## src/rtl/sr_pq_param.sv

```systemverilog
// Sorted shift-register priority queue: DEPTH slots kept ordered by key, head in slot 1.
// Latency: insert/remove take effect at the next clk edge; head outputs come straight from slot 1 registers.
// Backpressure: irdy drops when full unless the head is popped in the same cycle (replace); flush refuses inserts.
//
// Ports:
//   clk, rst            clock and asynchronous active-low reset
//   ivalid/ikey/ival    insert offer; irdy = insert accepted this cycle
//   ovalid/okey/oval    head entry (key/value forced to 0 while ovalid = 0)
//   ordy                consumer takes the head
//   flush               synchronous clear of all entries, wins over push/pop
//   full, count         slot DEPTH valid; registered number of valid entries
module sr_pq_param #(
  parameter int KEY_W = 8,
  parameter int VAL_W = 8,
  parameter int DEPTH = 8,
  parameter int MODE  = 0
) (
  input  logic                         clk,
  input  logic                         rst,
  input  logic                         ivalid,
  input  logic [KEY_W-1:0]             ikey,
  input  logic [VAL_W-1:0]             ival,
  output logic                         irdy,
  output logic                         ovalid,
  output logic [KEY_W-1:0]             okey,
  output logic [VAL_W-1:0]             oval,
  input  logic                         ordy,
  input  logic                         flush,
  output logic                         full,
  output logic [$clog2(DEPTH+1)-1:0]   count
);

  localparam int CW = $clog2(DEPTH + 1);

  typedef struct packed {
    logic             vld;
    logic [KEY_W-1:0] key;
    logic [VAL_W-1:0] dat;
  } slot_t;

  // Index 0 is the head ("slot 1").
  slot_t          slot_q [DEPTH];
  slot_t          slot_d [DEPTH];
  logic [CW-1:0]  count_q, count_d;

  // ahead[i]: slot i holds an entry that must stay in front of the incoming one
  // (valid and of higher-or-equal priority, so equal keys keep FIFO order).
  // Sorted contents make this a run of ones followed by zeros.
  logic [DEPTH:0] ahead;
  logic           pop;
  logic           push;
  slot_t          new_slot;

  assign pop      = slot_q[0].vld & ordy;
  assign irdy     = !flush & (!slot_q[DEPTH-1].vld | pop);
  assign push     = ivalid & irdy;
  assign new_slot = '{vld: 1'b1, key: ikey, dat: ival};
  assign ahead[DEPTH] = 1'b0;

  for (genvar i = 0; i < DEPTH; i++) begin : g_slot
    slot_t push_nxt;
    slot_t repl_nxt;
    slot_t pop_nxt;

    if (MODE == 0) begin : g_min
      assign ahead[i] = slot_q[i].vld & (slot_q[i].key <= ikey);
    end else begin : g_max
      assign ahead[i] = slot_q[i].vld & (slot_q[i].key >= ikey);
    end

    // Push only: keep if ahead, take the new entry at the boundary,
    // otherwise take the predecessor (shift toward DEPTH).
    // Replace: the remaining entries are slot i+1 moving up one, so the same
    // decision is made one position further along.
    if (i == 0) begin : g_head
      assign push_nxt = ahead[0] ? slot_q[0] : new_slot;
      assign repl_nxt = ahead[1] ? slot_q[1] : new_slot;
    end else if (i == DEPTH - 1) begin : g_tail
      assign push_nxt = ahead[i] ? slot_q[i] : (ahead[i-1] ? new_slot : slot_q[i-1]);
      assign repl_nxt = ahead[i] ? new_slot : slot_q[i];
    end else begin : g_mid
      assign push_nxt = ahead[i] ? slot_q[i] : (ahead[i-1] ? new_slot : slot_q[i-1]);
      assign repl_nxt = ahead[i+1] ? slot_q[i+1] : (ahead[i] ? new_slot : slot_q[i]);
    end

    // Pop: everything moves toward the head; the tail is refilled with zeros,
    // which keeps invalid slots at key = 0 / value = 0.
    if (i == DEPTH - 1) begin : g_pop_tail
      assign pop_nxt = '0;
    end else begin : g_pop_body
      assign pop_nxt = slot_q[i+1];
    end

    assign slot_d[i] = flush          ? slot_t'('0) :
                       (push & pop)   ? repl_nxt    :
                       push           ? push_nxt    :
                       pop            ? pop_nxt     :
                                        slot_q[i];
  end

  always_comb begin
    count_d = count_q;
    if (flush) begin
      count_d = '0;
    end else if (push & !pop) begin
      count_d = count_q + CW'(1);
    end else if (pop & !push) begin
      count_d = count_q - CW'(1);
    end
  end

  always_ff @(posedge clk or negedge rst) begin
    if (!rst) begin
      for (int i = 0; i < DEPTH; i++) begin
        slot_q[i] <= '0;
      end
      count_q <= '0;
    end else begin
      for (int i = 0; i < DEPTH; i++) begin
        slot_q[i] <= slot_d[i];
      end
      count_q <= count_d;
    end
  end

  assign ovalid = slot_q[0].vld;
  assign okey   = slot_q[0].key;
  assign oval   = slot_q[0].dat;
  assign full   = slot_q[DEPTH-1].vld;
  assign count  = count_q;

endmodule
```

## config.mk

```make
export PLATFORM = sky130hd
export DESIGN_NAME = sr_pq_param
export DESIGN_NICKNAME = d
export VERILOG_FILES = /design/src/rtl/sr_pq_param.sv
export SDC_FILE = /design/constraint.sdc
export NUM_CORES = 1
export LEC_CHECK = 0
export CAP_MARGIN = 20
export CORE_UTILIZATION = 45
export DETAILED_ROUTE_END_ITERATION = 10
export PLACE_DENSITY = 0.61
export SLEW_MARGIN = 25
export SYNTH_ARGS = -nofsm -noshare
export SYNTH_HDL_FRONTEND = slang
export SYNTH_SLANG_ARGS = --single-unit
export TNS_END_PERCENT = 50
```

## constraint.sdc

```tcl
create_clock -name clk -period 6 [get_ports clk]
set_input_delay 1.5 -clock clk [delete_from_list [all_inputs] [get_ports clk]]
set_output_delay 1.5 -clock clk [all_outputs]
set_load 0.01 [all_outputs]
```

After elaboration in Yosys (flattened, before gate mapping)
Cells that the tools add are included.
{"block": "op_classes", "n_bitwise": 15, "eq_ne": 3, "muxes": 52, "n_reduce_logical": 9, "addsub": 2, "n_shift": 0, "multipliers": 0, "order_cmp": 8, "div": 0}
{"op": "17-bit two-way mux", "n": 49}
{"op": "8-bit less-or-equal comparator", "n": 8}
{"op": "1-bit AND", "n": 14}
{"op": "4-bit two-way mux", "n": 3}
{"op": "4-bit by 3-bit inequality test with 1-bit output (second input constant)", "n": 2}
{"op": "2-bit AND reduction", "n": 3}
{"op": "4-bit by 1-bit adder with 4-bit output (second input constant)", "n": 1}
{"op": "1-bit logical NOT", "n": 4}
{"op": "4-bit nonzero test", "n": 1}
{"op": "4-bit by 1-bit subtractor with 4-bit output (second input constant)", "n": 1}
{"op": "3-bit inequality test (second input constant)", "n": 1}
{"op": "3-bit nonzero test", "n": 1}
{"op": "1-bit OR", "n": 1}
{"block": "word_totals", "inputBits": 21, "elab_cells": 114, "ram_bits": 0, "latchBits": 0, "romBits": 0, "regBits": 140, "mem_count": 0, "output_inout_bits": 23}

Depth between registers and ports, before layout
Gate-level depths: netlist of run 1.
{"block": "depth", "ltp_word": 9, "ltp_mapped": 12, "depth_no_buf": 10}

Worst setup path after synthesis of run 1
No wires, ideal clock.
{"block": "synth_path", "path_type": "input-to-reg", "from": "input port ikey[5]", "to": "register slot_q, in the netlist g_slot[1].pop_nxt[0]", "slack_ns": 2.363, "path_stages": 10, "path_buffers": 2, "arrival_time_ns": 3.495, "setup_time_ns": 0.142, "required_ns": 5.858, "cell_sequence": "inv_1 -> ha_1 -> a211oi_2 -> nor2_1 -> o41a_1 -> buf_6 -> buf_8 -> mux2_4 -> mux2i_1 -> o221ai_1"}
{"block": "synth_between", "elab_chain_cells": 7, "elab_cells_between_ends": 13, "cone_classes": "order compare (3); mux (7); bitwise (3)"}
{"item": "start, declared", "line": "21", "source": "input logic [KEY_W-1:0] ikey,"}
{"item": "8-bit less-or-equal comparator", "line": "66", "source": "assign ahead[i] = slot_q[i].vld & (slot_q[i].key <= ikey);"}
{"item": "1-bit AND", "line": "66"}
{"item": "17-bit two-way mux (2 in a row)", "line": "82", "source": "assign push_nxt = ahead[i] ? slot_q[i] : (ahead[i-1] ? new_slot : slot_q[i-1]);"}
{"item": "17-bit two-way mux", "line": "96", "source": "push ? push_nxt :"}
{"item": "17-bit two-way mux *", "line": "95", "source": "(push & pop) ? repl_nxt :"}
{"item": "17-bit two-way mux *", "line": "94", "source": "assign slot_d[i] = flush ? slot_t'('0) :"}
{"item": "end signal, assigned by index", "line": "120", "source": "slot_q[i] <= slot_d[i];"}
{"item": "end, declared", "line": "42", "source": "slot_t slot_q [DEPTH];"}
Every way passes the cells marked *; elsewhere a longest branch is shown, timed or not.
A chain may end at the register's enable or synchronous reset.

Worst setup path after layout of run 1
{"block": "layout_path", "from": "input port ikey[1]", "to": "register slot_q, in the netlist g_slot[3].pop_nxt[4]"}
Same word-level chain as after synthesis.

==> flow_summary.yaml, run 1 <==
logic_synthesis:
  synthXorXnorAreaFrac: 0.00252
  yosys_register_bits: 140
  synth.top_cell.area_share: 0.336
  synth-compound-area-share: 0.272
  synthAdderAreaFrac: 0.0812
  yosys.area_share.simple: 0.108
  synth.avg_cell_area_um2: 9.18
  ys_seq_area_frac: 0.336
  ys_types: 68
  synth.most_common_cell: "dfrtp_1"
  synth_area_leaders: "dfrtp_1 34%, mux2i_1 9.6%, ha_1 7.9%"
  ys_async_sr_fraction: 1.00
  syn_inst: 1135
  synth_top_cell_by_area: "dfrtp_1"
  synth_enable_flop_cells: 0
  ys_warn_count: 0
  syn_area_um2: 10400
  synth_ff_type: "dfrtp_1"
  synth_top_family_by_area: "compound AO/OA/AOI/OAI gates"
  yosys-top-cells-count: "140 x dfrtp_1, 108 x a21oi_1, 100 x mux2i_1, 92 x nand2_1, 90 x nor2_1"
  muxShareOfSynthArea: 0.146
  synth_nets: 1223
global_routing:
  gr-total-overflow: 0
  grt_pass1_wl_um: 49000
  grtUsageTotal: 0.262
  antenna_found_initial: 0
  met3_usage: 0.0426
  grt_pass1_vias: 8751
  use_met2: 0.418
  use_met1: 0.367
  grt_max_degree: 100
  busiest_layer: "met2"
clock_network:
  hold_buffers: 0
  postCtsSetupBuffers: 0
  cts_buffers: 17
  clk_latency_ns: 0.44
  post_cts_resized: 0
  htreeDepth: 4
  root_buffer: "clkbuf_16"
  cts_tree: "yes"
  clock-sinks: 140
  clockBufferDepth: 2
  clkSlewWorstSetupHoldPaths_ns: 0.07
sta:
  skew_ns: 0.0109
  min_period_ns: 4.77
  slew_violations: 0
  clock.fmax_mhz: 210
  maxSlewHeadroom: 0.355
  hold_viol: 0
  rsz0062_at_grt: "no"
  setup_viol_count_final: 0
  period_share: 0.794
  hold_ws_ns: 0.488
  worst_pin_slew_ns: 0.964
  tns_ns: 0
placement:
  placed_area_um2: 10900
  gp_congestion: 0.841
  dp_hpwl_um: 21200
  port_buffers: 43
detailed_routing:
  drtIter0Drc: 572
  drt.antenna.violating_nets: 0
  via_per_inst: 6.17
  wl_per_cell_um: 20.6
  first_pass_iters: 7
  routed_wl_um: 29500
  route.detailed.drc: 0
  vias: 8841
floorplan:
  core_area_um2: 22600
  start_util: 0.460
  dieWidth_um: 154
  pin_count: 44
  die-area_um2: 23800
  die_h_um: 154
  rows: 55
critical_path:
  cp-end-kind: "register"
  worstReg2RegEnd: "g_slot[1].pop_nxt[16]"
  cp.required_ns: 6.30
  r2r_cells: 9
  worst-setup-path-type: "in2reg"
  rr_startpoint: "ovalid"
  worstPathArrival_ns: 5.07
  path_max_fanout: 20
  crit_start: "ikey[1]"
  startpoint_type: "input port"
  ff2ff_setup_slack_ns: 2.35
pwr:
  vdd_drop_max_uv: 139
  power_density_nw_per_um2: 249
  p_total_mw: 2.89
  p_leak_nw: 4.95
hold_path:
  hold_path_depth: 2
  min_to: "g_slot[6].pop_nxt[5]"
  hold_class: "reg2reg"
  min_from: "g_slot[6].pop_nxt[5]"
finish:
  antenna_cells: 0
  final_area_um2: 11600
  layout-area-overhead-vs-synth_pct: 11.0
  layout.nets: 1224
  drive_above_1_share: 0.0931
  post-route-util: 0.511
run:
  drv_cap: 0
status:
  run_status: "completed"
## worst max-delay path: stages
cell	delay, ns
clkdlybuf4s50_1	0.73
inv_1	0.40
ha_1	0.41
nor2b_1	0.13
o211ai_1	0.17
a211o_1	0.19
and3_1	0.80
nand2b_1	0.40
a2bb2oi_1	0.22
o31ai_1	0.09
## worst max-delay path by stage
stage	end	cells after the start
after global placement	g_slot[3].pop_nxt[4]	10
after detailed placement	g_slot[3].pop_nxt[2]	10
after global routing	g_slot[2].pop_nxt[16]	10
after floorplan	g_slot[1].pop_nxt[0]	10
after CTS	g_slot[3].pop_nxt[2]	10
final	g_slot[3].pop_nxt[4]	10
## cell families (layout without fill, tap and decap cells)
family,Yosys count,after routing
buffers and inverters,116,130
AOI/OAI and AO/OA,419,419
adders and majority gates,67,67
and+or+nand+nor,251,251
xor gates and xnor gates,3,3
muxes,139,139
DFF,140,140
## layout by cell type, fill, tap and decap left out, types with 31 or more instances in the layout
master           instances
dfrtp_1                140
a21oi_1                108
mux2i_1                100
nand2_1                 92
nor2_1                  89
ha_1                    66
o21ai_0                 52
o21ai_1                 49
clkdlybuf4s50_1         42
inv_1                   31
## routing by layer
metal | vias up | wire, µm
li1 | 4295 | -
met2 | 235 | 13500
met1 | 4275 | 14100
met5 | - | 0
met3 | 36 | 1550
met4 | 0 | 386
## through the flow
| stage | std cells | worst slack (ns) |
|---|---|---|
| after floorplan | 1135 | 2.36 |
| after global placement | 1402 | 0.829 |
| after detailed placement | 1402 | 0.801 |
| after CTS | 1434 | 1.25 |
| after global routing | 1434 | 1.04 |
| final | 1434 | 1.23 |
## final cells by class
cell class | count | area, µm²
flip-flops and latches | 140 | 3500
fillers | 2125 | 11100
clock inverters | 12 | 159
inverters | 32 | 120
multi-input cells | 879 | 6360
repair buffers | 66 | 607
well taps | 285 | 357
clock buffers | 20 | 457
## registers in the layout (all words and copies together) (netlist names)
name and count:
count 4, full 1, g_slot.pop_nxt 118, okey 8, oval 8, ovalid 1
## power breakdown
| group | switching (mW) | total [mW] | internal (mW) |
|---|---|---|---|
| registers | 0.0783 | 1.09 | 1.01 |
| logic | 0.386 | 0.656 | 0.270 |
| clock network | 0.457 | 1.14 | 0.681 |
| total | 0.920 | 2.89 | 1.96 |
No activity file was read; power rests on OpenSTA's default activity.
==> run 2: changes to the inputs <==
- PLACE_DENSITY: 0.61 -> 0.63
- clock period: 6 -> 4.2 ns (I/O delays scaled with it)
==> run 2 against run 1 <==
Compared with the run above:
- sequential power is 43% higher
- combinational power is 49% higher
- wire length is 1.8% higher
- clock skew is 0.0033 ns higher
- die area stayed put
- critical path type unchanged
- highest routed layer unchanged
==> flow_summary.yaml, run 2 (synthesized netlist as in run 1, its figures left out) <==
pwr:
  pwr-share-seq: 0.377
  vdd_drop_max_uv: 275
  p_int_mw: 2.82
  switching_share: 0.320
  p_switching_mw: 1.33
  power_density_nw_per_um2: 348
  p_comb_frac: 0.237
  p_leak_nw: 5.14
  p_total_mw: 4.14
  clockPowerShare: 0.386
floorplan:
  die_h_um: 154
  core_area_um2: 22600
  rows: 55
  die-area_um2: 23800
  start_util: 0.460
  dieWidth_um: 154
  pin_count: 44
clock_network:
  clock-sinks: 140
  hold_buffers: 0
  htreeDepth: 4
  clk_latency_ns: 0.43
  cts_tree: "yes"
  root_buffer: "clkbuf_16"
  post_cts_resized: 0
  clkSlewWorstSetupHoldPaths_ns: 0.07
  postCtsSetupBuffers: 0
  clockBufferDepth: 2
  cts_buffers: 17
finish:
  layout-area-overhead-vs-synth_pct: 14.2
  antenna_cells: 0
  largest_register_ffs: 118
  layout.nets: 1259
  fillers: 2052
  mostFrequentLayoutCells: "140 x dfrtp_1, 108 x a21oi_1, 100 x mux2i_1, 92 x nand2_1, 89 x nor2_1"
  final_common_cell: "dfrtp_1"
  post-route-util: 0.526
  drive_above_1_share: 0.120
sta:
  setup_ws_ns: 0.419
  hold_viol: 0
  tns_ns: 0
  setup_viol_count_final: 0
  min_period_ns: 3.78
  hold_ws_ns: 0.501
  rsz0062_at_grt: "no"
  maxSlewHeadroom: 0.303
  slew_violations: 0
  worst_pin_slew_ns: 1.04
  skew_ns: 0.0142
  period_share: 0.900
  clock.fmax_mhz: 264
placement:
  place_ws_ns: -0.0204
  gp_congestion: 0.847
  port_buffers: 43
  dp_hpwl_um: 22100
critical_path:
  cp-end-kind: "register"
  worstPathArrival_ns: 4.08
  worstReg2RegEnd: "g_slot[6].pop_nxt[9]"
  startpoint_type: "input port"
  worst-setup-path-type: "in2reg"
  r2r_cells: 8
  rr_startpoint: "ovalid"
  cp.required_ns: 4.50
  path_max_fanout: 16
  ff2ff_setup_slack_ns: 1.34
detailed_routing:
  drtIter0Drc: 719
  wl_per_cell_um: 20.5
  routed_wl_um: 30100
  m1WireLength_um: 14900
  route.detailed.drc: 0
  vias: 9006
  first_pass_iters: 4
  dr_wl_met3_um: 1330
  highest_layer: "met4"
  via_per_inst: 6.13
  wl_met2_um: 13500
  drt.antenna.violating_nets: 0
hold_path:
  hold_class: "reg2reg"
  hold_path_depth: 2
  min_to: "g_slot[6].pop_nxt[7]"
  min_from: "g_slot[6].pop_nxt[7]"
global_routing:
  grtUsageTotal: 0.263
  gr-total-overflow: 0
  grt_max_degree: 90
  antenna_found_initial: 0
  grt_pass1_wl_um: 49300
  grt_pass1_vias: 8786
run:
  drv_cap: 0
status:
  run_status: "completed"
[run 2: cell count changes in the layout (fill, tap and decap cells not counted), moves of 2 or more]
| cell | previous run | this run |
|---|---|---|
| clkinv_2 | 2 | 0 |
| inv_6 | 4 | 6 |
| buf_4 | 23 | 52 |
| buf_12 | 0 | 5 |
| clkbuf_8 | 3 | 0 |
[run 2: through the flow]
stage          std cells  cell area, µm²
2_1_floorplan       1135           10400
3_3_place_gp        1436           11300
3_5_place_dp        1437           11300
4_1_cts             1469           11900
5_1_grt             1469           11900
6_report            1469           11900
[run 2: metal layers]
| metal | up-vias | global-route usage |
|---|---|---|
| met4 | 0 | 0.0705 |
| met1 | 4372 | 0.380 |
| met5 | - | 0 |
| met3 | 28 | 0.0397 |
| li1 | 4352 | - |
| met2 | 254 | 0.408 |
[run 2: area by class of cell]
type,instances,area [µm²],area share
Sequential cell,140,3500,0.294
Clock inverter,14,183,0.0154
Inverter,32,120,0.0101
Clock buffer,18,429,0.0361
Timing Repair Buffer,101,937,0.0788
Multi-Input combinational cell,879,6370,0.535
Tap cell,285,357,0.0300
[run 2: how the worst max path moves through the flow]
stage                     cells after the start  startpoint               endpoint
after floorplan                              10     ikey[5]   g_slot[1].pop_nxt[0]
after CTS                                    11     ikey[1]   g_slot[5].pop_nxt[2]
after detailed placement                     11     ikey[1]   g_slot[5].pop_nxt[2]
after global routing                         11     ikey[7]  g_slot[5].pop_nxt[15]
after global placement                       11     ikey[1]                oval[3]
final                                        11     ikey[1]   g_slot[5].pop_nxt[2]
[run 2: power by group through the flow]
| stage | logic, mW | registers, mW | clock network [mW] |
|---|---|---|---|
| 5_1_grt | 1.08 | 1.58 | 1.68 |
| 3_5_place_dp | 0.973 | 1.59 | 0 |
| 6_report | 0.980 | 1.56 | 1.60 |
| 3_3_place_gp | 0.958 | 1.58 | 0 |
| 4_1_cts | 0.978 | 1.56 | 1.62 |
| 2_1_floorplan | 0.644 | 1.56 | 0 |
[run 2: critical path: stages]
cell             delay, ns
clkdlybuf4s50_1       0.48
inv_1                 0.10
buf_4                 0.21
ha_1                  0.31
nor2b_1               0.17
o211ai_1              0.10
a21oi_1               0.24
nor4b_4               0.11
nor3_4                0.85
mux2i_1               0.30
o221ai_1              0.14
